`src/rtl/uart_tx_arbiter.sv`:
```
// Round-robin arbiter sharing one UART transmitter among NUM_REQ byte-stream
// requesters. A grant lasts for one packet (ended by req_last), at most
// MAX_BURST bytes, or until the owner drops req_valid. Each byte gets one
// tx_start pulse, and the arbiter then waits for the transmitter's busy/done
// handshake. If tx_busy never rises, err_noack is set and the byte is treated
// as done.
module uart_tx_arbiter #(
    parameter int NUM_REQ   = 4,
    parameter int MAX_BURST = 16,
    parameter int BUSY_TO   = 8
) (
    input  logic                       clk,
    input  logic                       rst_n,
    input  logic [NUM_REQ-1:0]         req_valid,
    input  logic [NUM_REQ*8-1:0]       req_data,
    input  logic [NUM_REQ-1:0]         req_last,
    output logic [NUM_REQ-1:0]         req_ready,
    output logic                       tx_start,
    output logic [7:0]                 tx_data,
    input  logic                       tx_busy,
    output logic                       grant_valid,
    output logic [$clog2(NUM_REQ)-1:0] grant_id,
    output logic                       err_noack
);

    localparam int ID_W = $clog2(NUM_REQ);
    localparam int BC_W = $clog2(MAX_BURST + 1);
    localparam int TO_W = $clog2(BUSY_TO + 1);

    typedef enum logic [1:0] {
        S_ARB,
        S_ISSUE,
        S_WAIT_BUSY,
        S_WAIT_DONE
    } state_t;

    state_t              r_state;
    state_t              w_state_nxt;

    logic [ID_W-1:0]     r_rr_ptr;
    logic [BC_W-1:0]     r_burst_cnt;
    logic [TO_W-1:0]     r_to_cnt;
    logic                r_last_q;
    logic                r_tx_start;
    logic [7:0]          r_tx_data;
    logic                r_grant_valid;
    logic [ID_W-1:0]     r_grant_id;
    logic                r_err_noack;

    logic [2*NUM_REQ-1:0] w_dbl;
    logic [NUM_REQ-1:0]   w_rot;
    logic                 w_hit;
    logic [ID_W:0]        w_sum;
    logic [ID_W-1:0]      w_winner;
    logic                 w_sel_valid;
    logic                 w_sel_last;
    logic [7:0]           w_sel_data;
    logic [NUM_REQ-1:0]   w_gnt_onehot;
    logic                 w_burst_full;
    logic                 w_grant;
    logic                 w_xfer;
    logic                 w_release;
    logic                 w_timeout;
    logic                 w_byte_done;

    // The request vector is rotated so that bit 0 is the requester at rr_ptr.
    // The first set bit is then the winner, translated back modulo NUM_REQ.
    assign w_dbl = {req_valid, req_valid} >> r_rr_ptr;
    assign w_rot = w_dbl[NUM_REQ-1:0];

    // Find the nearest valid requester at or after rr_ptr.
    always_comb begin
        w_hit    = 1'b0;
        w_sum    = '0;
        w_winner = '0;
        for (int unsigned i = NUM_REQ; i > 0; i--) begin
            if (w_rot[i-1]) begin
                w_hit = 1'b1;
                w_sum = {1'b0, r_rr_ptr} + (ID_W+1)'(i - 1);
            end
        end
        if (w_sum >= (ID_W+1)'(NUM_REQ)) begin
            w_sum = w_sum - (ID_W+1)'(NUM_REQ);
        end
        w_winner = w_sum[ID_W-1:0];
    end

    // Select the request signals of the current owner.
    always_comb begin
        w_sel_valid = 1'b0;
        w_sel_last  = 1'b0;
        w_sel_data  = '0;
        for (int unsigned i = 0; i < NUM_REQ; i++) begin
            if (r_grant_id == ID_W'(i)) begin
                w_sel_valid = req_valid[i];
                w_sel_last  = req_last[i];
                w_sel_data  = req_data[8*i +: 8];
            end
        end
    end

    assign w_gnt_onehot = NUM_REQ'(1) << r_grant_id;
    assign w_burst_full = (r_burst_cnt == BC_W'(MAX_BURST));

    // Only the owner's ready bit is driven, and only in ISSUE.
    always_comb begin
        req_ready = '0;
        if (r_state == S_ISSUE) begin
            req_ready = req_valid & w_gnt_onehot;
        end
    end

    // State register.
    always_ff @(posedge clk or negedge rst_n) begin
        if (!rst_n) begin
            r_state <= S_ARB;
        end else begin
            r_state <= w_state_nxt;
        end
    end

    // Next-state and per-cycle control decisions.
    always_comb begin
        w_state_nxt = r_state;
        w_grant     = 1'b0;
        w_xfer      = 1'b0;
        w_release   = 1'b0;
        w_timeout   = 1'b0;
        w_byte_done = 1'b0;
        case (r_state)
            S_ARB: begin
                if (w_hit) begin
                    w_grant     = 1'b1;
                    w_state_nxt = S_ISSUE;
                end
            end
            S_ISSUE: begin
                if (w_sel_valid) begin
                    w_xfer      = 1'b1;
                    w_state_nxt = S_WAIT_BUSY;
                end else begin
                    w_release   = 1'b1;
                    w_state_nxt = S_ARB;
                end
            end
            S_WAIT_BUSY: begin
                if (tx_busy) begin
                    w_state_nxt = S_WAIT_DONE;
                end else if (r_to_cnt == TO_W'(BUSY_TO - 1)) begin
                    w_timeout   = 1'b1;
                    w_byte_done = 1'b1;
                end
            end
            S_WAIT_DONE: begin
                if (!tx_busy) begin
                    w_byte_done = 1'b1;
                end
            end
            default: w_state_nxt = S_ARB;
        endcase
        // A timed-out byte takes the same exit as a completed one.
        if (w_byte_done) begin
            if (r_last_q || w_burst_full) begin
                w_release   = 1'b1;
                w_state_nxt = S_ARB;
            end else begin
                w_state_nxt = S_ISSUE;
            end
        end
    end

    // Grant, byte, counter and error registers.
    always_ff @(posedge clk or negedge rst_n) begin
        if (!rst_n) begin
            r_rr_ptr      <= '0;
            r_burst_cnt   <= '0;
            r_to_cnt      <= '0;
            r_last_q      <= 1'b0;
            r_tx_start    <= 1'b0;
            r_tx_data     <= 8'h00;
            r_grant_valid <= 1'b0;
            r_grant_id    <= '0;
            r_err_noack   <= 1'b0;
        end else begin
            r_tx_start <= w_xfer;
            if (w_grant) begin
                r_grant_id    <= w_winner;
                r_grant_valid <= 1'b1;
                r_burst_cnt   <= '0;
            end
            if (w_xfer) begin
                r_tx_data <= w_sel_data;
                r_last_q  <= w_sel_last;
                r_to_cnt  <= '0;
                if (!w_burst_full) begin
                    r_burst_cnt <= r_burst_cnt + 1'b1;
                end
            end else if (r_state == S_WAIT_BUSY && !tx_busy &&
                         r_to_cnt != TO_W'(BUSY_TO)) begin
                r_to_cnt <= r_to_cnt + 1'b1;
            end
            if (w_timeout) begin
                r_err_noack <= 1'b1;
            end
            if (w_release) begin
                r_grant_valid <= 1'b0;
                if (r_grant_id == ID_W'(NUM_REQ - 1)) begin
                    r_rr_ptr <= '0;
                end else begin
                    r_rr_ptr <= r_grant_id + 1'b1;
                end
            end
        end
    end

    assign tx_start    = r_tx_start;
    assign tx_data     = r_tx_data;
    assign grant_valid = r_grant_valid;
    assign grant_id    = r_grant_id;
    assign err_noack   = r_err_noack;

endmodule

```
`config.mk`:
```
export PLATFORM = sky130hd
export DESIGN_NAME = uart_tx_arbiter
export DESIGN_NICKNAME = d
export VERILOG_FILES = /design/src/rtl/uart_tx_arbiter.sv
export SDC_FILE = /design/constraint.sdc
export NUM_CORES = 1
export LEC_CHECK = 0
export BUFFER_PORTS_ARGS = -buffer_cell sky130_fd_sc_hd__buf_2
export CAP_MARGIN = 40
export CELL_PAD_IN_SITES_DETAIL_PLACEMENT = 1
export CELL_PAD_IN_SITES_GLOBAL_PLACEMENT = 1
export CORE_ASPECT_RATIO = 2
export CORE_MARGIN = 2
export CORE_UTILIZATION = 41
export CTS_BUF_LIST = sky130_fd_sc_hd__clkbuf_2 sky130_fd_sc_hd__clkbuf_4 sky130_fd_sc_hd__clkbuf_8
export DETAILED_ROUTE_END_ITERATION = 16
export PLACE_DENSITY = 0.95
export SLEW_MARGIN = 10
export SYNTH_ARGS = -nofsm -noshare
export SYNTH_HDL_FRONTEND = slang
export SYNTH_SLANG_ARGS = --single-unit
```
`constraint.sdc`:
```
create_clock -name clk -period 4.2 [get_ports clk]
set_input_delay 0.21 -clock clk [delete_from_list [all_inputs] [get_ports clk]]
set_output_delay 0.21 -clock clk [all_outputs]
set_load 0.005 [all_outputs]
```
==> flow_summary.ini, run 1 <==
[status]
status = completed

[sta]
period_share_pct = 63.0
tns_ns = 0
finalSetupViolations = 0
fin_worst_skew_ns = 0.00193
final_max_slew_viol_count = 0
fmax_ghz = 0.378
finalHoldViolCount = 0
post-route-min-period_ns = 2.65
max-slew-margin-rel_pct = 46.1
tightest_slew_ns = 0.809
rsz0062_at_grt = false

[floorplanning]
die_width_um = 51.0
row_count = 34
fp.dieH_um = 98.0
initial_utilization_pct = 42.2
dieArea_um2 = 5000
ioPinCount = 60
core-area_um2 = 4300

[routing]
ant_nets = 0
drt-pass1-iter-count = 4
post_drt_wl_per_cell_um = 16.7
routed_wirelength_um = 5250
dr_total_vias = 1797
via_per_inst = 5.72
drt_iter0_markers = 40
drc = 0

[worst_setup_path]
r2r_slack_ns = 1.55
r2r-end = r_rr_ptr[0]$_DFFE_PN0P_
cp_max_fo = 23
cp.required_ns = 4.38
critPathArrivalTime_ns = 2.83
end_kind = register
r2r-start = grant_id[0]$_DFFE_PN0P_
critical_path_class = register to register
start_kind = register
reg2regPathDepth = 6

[clock_tree]
clk_latency_ns = 0.28
cts.clk_slew.worst_paths_ns = 0.10
cts_buffers = 3
cts_tree = yes
htree_num_levels = 1
cts.repair.resized = 0
cts-root-buf = clkbuf_8
cts.path.max_buffers = 2
cts.sinks = 27

[synth]
synth_nets = 260
synth_edf_count = 0
yosysSeqAreaShare_pct = 37.3
ys_types = 46
synth_flop_cell = dfrtp_1
avgSynthCellArea_um2 = 8.88
yosysTopAreaCell = dfrtp_1
netlist.area_leader.share_pct = 37.3
synthTopCellsByArea = dfrtp_1 37%, ha_1 9.0%, inv_1 5.4%, a221o_1 5.0%, a22oi_1 4.1%
async_flop_share_pct = 100
ys_ff_latch = 27
netlist_instances = 204
synth_area_um2 = 1810
synth_warnings = 0

[final_layout]
diodes = 0
nets = 317
syn2layout_area_growth_pct = 21.6
most-common-layout-cells = 59 x buf_2, 27 x dfrtp_1, 26 x inv_1, 16 x nand2_1
fin_area_um2 = 2200
fillCellCount = 543
drive_gt1_share_pct = 28.1
final_common_cell = buf_2

[global_routing]
antenna_found_initial = 0
grt_pass1_vias = 2005
grt_use_total_pct = 22.7
grt_overflow_total = 0
grt_max_degree = 28
grt_pass1_wl_um = 8900

[hold_path]
min_from = req_data[26]
hold_class = input port to register
hold_depth = 3
holdPathEnd = tx_data[2]$_DFFE_PN0P_

[job]
cap_viol_max_count = 0

[placed_design]
io_buffers = 59
placedInstanceArea_um2 = 2140
hpwl_um = 4130
place_congestion = 0.772

[pwr]
peakVddDrop_mv = 0.372
powerDensity_nw_per_um2 = 618
power_mw = 1.36
p_leak_nw = 1.13
[logic make-up (layout without fill, tap and decap cells)]
logic type	Yosys count	in the layout	share of synthesized area (%)
muxes	5	5	2.97
xor gates and xnor gates	3	3	1.45
adders and majority gates	13	13	8.98
buffers and inverters	34	90	7.04
AOI/OAI and AO/OA	65	65	25.2
and+or+nand+nor	57	57	17.1
DFF	27	27	37.3
[power by group]
| part | switching, mW | internal [mW] | leakage, nW | total [mW] |
|---|---|---|---|---|
| sequential | 0.0702 | 0.349 | 0.350 | 0.419 |
| clock | 0.0900 | 0.0677 | 0.0217 | 0.158 |
| combinational | 0.453 | 0.333 | 0.754 | 0.785 |
| total | 0.613 | 0.749 | 1.13 | 1.36 |
[metal layers]
| layer | vias to the layer above | track usage [%] | share of wire, % |
|---|---|---|---|
| li1 | 854 | - | - |
| met2 | 61 | 44.9 | 60 |
| met1 | 872 | 23.1 | 35 |
| met5 | - | 0 | 0 |
| met4 | 0 | 8.52 | 2.4 |
| met3 | 10 | 1.83 | 3.2 |
[what timing repair did]
action,4_1_cts,5_1_grt
setup buffers,0,0
hold buffers,1,0
setup endpoints to repair,0,0
hold endpoints to repair,27,0
[final cells by class]
class	count	area [um^2]	area share, %
Clock buffer	3	41.3	1.87
Clock inverter	1	7.51	0.341
Inverter	26	97.6	4.43
Multi-Input combinational cell	143	1010	45.8
Sequential cell	27	676	30.7
Tap cell	54	67.6	3.07
Timing Repair Buffer	60	305	13.9
[cells in the mapped netlist (all sizes together), types with 2 or more instances]
library cell and n:
a211oi 3, a21o 2, a21oi 14, a221o 9
a22oi 10, and2b 2, and3 4, buf 2
clkbuf 6, dfrtp 27, ha 13, inv 26
mux2 3, mux2i 2, nand2 16, nand3 7
nand3b 2, nand4 2, nor2 8, nor2b 5
nor3 2, nor4 2, o211ai 2, o21ai 14
o22ai 2, or2b 2, xnor2 2
[worst max-delay path: stages, from the launching register on]
cell and delay, ns:
dfrtp_1 0.44, inv_1 0.10, ha_1 0.68, a211oi_1 0.20
a211o_1 0.41, a22oi_1 0.33, mux2_2 0.37
[state kept, by name, summed over array words and instances, names as in the netlist]
signal,cells
err_noack,1
grant_id,2
grant_valid,1
r_burst_cnt,5
r_last_q,1
r_rr_ptr,2
r_state,2
r_to_cnt,4
tx_data,8
tx_start,1
[how the worst max path moves through the flow]
stage                              end  slack (ns)                     from
6_report       r_rr_ptr[0]$_DFFE_PN0P_        1.55  grant_id[0]$_DFFE_PN0P_
2_1_floorplan  r_rr_ptr[0]$_DFFE_PN0P_        2.26  grant_id[1]$_DFFE_PN0P_
5_1_grt        r_to_cnt[1]$_DFFE_PN0P_        1.31  grant_id[0]$_DFFE_PN0P_
3_5_place_dp   r_to_cnt[1]$_DFFE_PN0P_        1.64  grant_id[0]$_DFFE_PN0P_
3_3_place_gp   r_rr_ptr[0]$_DFFE_PN0P_        1.72  grant_id[0]$_DFFE_PN0P_
4_1_cts        r_rr_ptr[0]$_DFFE_PN0P_        1.59  grant_id[0]$_DFFE_PN0P_
[per-stage QoR]
stage	hold slack (ns)	std cells	util, %	setup WS (ns)
floorplan	-0.0856	204	-	2.26
global placement	0.253	309	49.9	1.72
detailed placement	0.262	309	49.9	1.64
CTS	0.239	314	51.3	1.59
global route	0.270	314	51.3	1.31
finish	0.239	314	51.3	1.55
No activity file was read; power rests on OpenSTA's default activity.
==> inputs of run 2 (changes only) <==
--- a/config.mk
+++ b/config.mk
@@ -11,10 +11,10 @@
 export CELL_PAD_IN_SITES_GLOBAL_PLACEMENT = 1
 export CORE_ASPECT_RATIO = 2
 export CORE_MARGIN = 2
-export CORE_UTILIZATION = 41
+export CORE_UTILIZATION = 34
 export CTS_BUF_LIST = sky130_fd_sc_hd__clkbuf_2 sky130_fd_sc_hd__clkbuf_4 sky130_fd_sc_hd__clkbuf_8
 export DETAILED_ROUTE_END_ITERATION = 16
-export PLACE_DENSITY = 0.95
+export PLACE_DENSITY = 0.89
 export SLEW_MARGIN = 10
 export SYNTH_ARGS = -nofsm -noshare
 export SYNTH_HDL_FRONTEND = slang
==> constraint.sdc (replaced) <==
create_clock -name clk -period 2.3 [get_ports clk]
set_input_delay 0.115 -clock clk [delete_from_list [all_inputs] [get_ports clk]]
set_output_delay 0.115 -clock clk [all_outputs]
set_load 0.005 [all_outputs]
==> flow_summary.ini, run 2 (synthesis gave the netlist of run 1 again) <==
[status]
status = completed

[worst_setup_path]
end_kind = register
cp_max_fo = 5
start_kind = register
cp.required_ns = 2.46
critical_path_class = register to register
critPathArrivalTime_ns = 2.30

[final_layout]
drive_gt1_share_pct = 29.4
diodes = 0
syn2layout_area_growth_pct = 24.0
multi_input_area_um2 = 1010
final_common_cell = buf_2
largest_reg_flops = 8
fillCellCount = 637
postLayoutCoreUtil_pct = 43.7
final-seq-area_um2 = 676
nets = 322
most-common-layout-cells = 59 x buf_2, 27 x dfrtp_1, 26 x inv_1, 16 x nand2_1

[clock_tree]
cts_setup_buffers = 0
cts.repair.resized = 0
htree_num_levels = 1
cts_buffers = 3
cts_hold_buffers = 1
cts.clk_slew.worst_paths_ns = 0.09
cts.path.max_buffers = 2
cts.sinks = 27
cts-root-buf = clkbuf_8
cts_tree = yes
clk_latency_ns = 0.27

[global_routing]
grt_use_total_pct = 18.4
grt_max_degree = 28
grt_pass1_vias = 1957
grt_overflow_total = 0
antenna_found_initial = 0
grt_pass1_wl_um = 8930

[placed_design]
hpwl_um = 4190
place_congestion = 0.782
io_buffers = 59

[routing]
drc = 0
drt_iter0_markers = 38
ant_nets = 0
post_drt_wl_per_cell_um = 16.0
drt-pass1-iter-count = 4
routed_wirelength_um = 5180
dr_total_vias = 1793
via_per_inst = 5.55

[job]
cap_viol_max_count = 0

[sta]
max-slew-margin-rel_pct = 54.0
fin_worst_skew_ns = 0.00181
fmax_ghz = 0.469
finalHoldViolCount = 0
rsz0062_at_grt = false
tightest_slew_ns = 0.688
final_max_slew_viol_count = 0
period_share_pct = 92.7
tns_ns = 0
finalSetupViolations = 0
post-route-min-period_ns = 2.13

[pwr]
peakVddDrop_mv = 0.717
power_mw = 2.53
powerDensity_nw_per_um2 = 1130
p_leak_nw = 1.16

[floorplanning]
ioPinCount = 60
core-area_um2 = 5140
initial_utilization_pct = 35.3
row_count = 37
die_width_um = 55.6
dieArea_um2 = 5960
fp.dieH_um = 107

[hold_path]
hold_class = input port to register
## run 2: path summary, 6_finish.rpt
path / to / startpoint / cells after the start / slack [ns]
hold / removal: r_last_q$_DFFE_PN0P_ / req_last[3] / 3 / 0.15
hold reg to reg: err_noack$_DFFE_PN0P_ / err_noack$_DFFE_PN0P_ / 1 / 0.48
min in group asynchronous: tx_start$_DFF_PN0_ / rst_n / 2 / 0.39
setup reg to reg: r_rr_ptr[1]$_DFFE_PN0P_ / grant_id[1]$_DFFE_PN0P_ / 6 / 0.17
setup / recovery: r_rr_ptr[1]$_DFFE_PN0P_ / grant_id[1]$_DFFE_PN0P_ / 6 / 0.17
max in group asynchronous: tx_data[4]$_DFFE_PN0P_ / rst_n / 2 / 1.51
## run 2: power breakdown
| part | internal [mW] | total [mW] | leakage, nW | switching [mW] |
|---|---|---|---|---|
| clock network | 0.136 | 0.279 | 0.0262 | 0.143 |
| logic | 0.656 | 1.49 | 0.779 | 0.831 |
| registers | 0.637 | 0.763 | 0.350 | 0.126 |
| total | 1.43 | 2.53 | 1.16 | 1.10 |
## run 2: area by class of cell
cell class,instances,share of cell area [%]
Multi-Input combinational cell,143,44.9
Tap cell,58,3.23
Clock buffer,4,2.17
Timing Repair Buffer,65,15.3
Sequential cell,27,30.1
Inverter,26,4.35
## run 2: metrics by stage
stage | std cells | setup slack (ns) | hold WS (ns) | cell area (um^2)
after floorplan | 204 | 0.355 | -0.181 | 1810
after global placement | 318 | 0.281 | 0.160 | 2190
after detailed placement | 318 | 0.182 | 0.160 | 2190
after CTS | 323 | 0.159 | 0.142 | 2250
after global routing | 323 | 0.0359 | 0.153 | 2250
final | 323 | 0.169 | 0.147 | 2250
## run 2: routing by layer
metal	vias up	wire length [um]	share of wire (%)	GRT usage, %
met4	0	100	1.9	6.62
met3	8	167	3.2	1.93
met1	868	1950	38	19.3
met5	-	0	0	0
met2	58	2960	57	36.4
li1	859	-	-	-
## run 2: worst max-delay path: stages (launching register included)
cell,delay (ns)
dfrtp_1,0.42
inv_1,0.09
ha_1,0.22
nand3b_1,0.22
a211o_1,0.36
a22oi_1,0.34
mux2_2,0.37
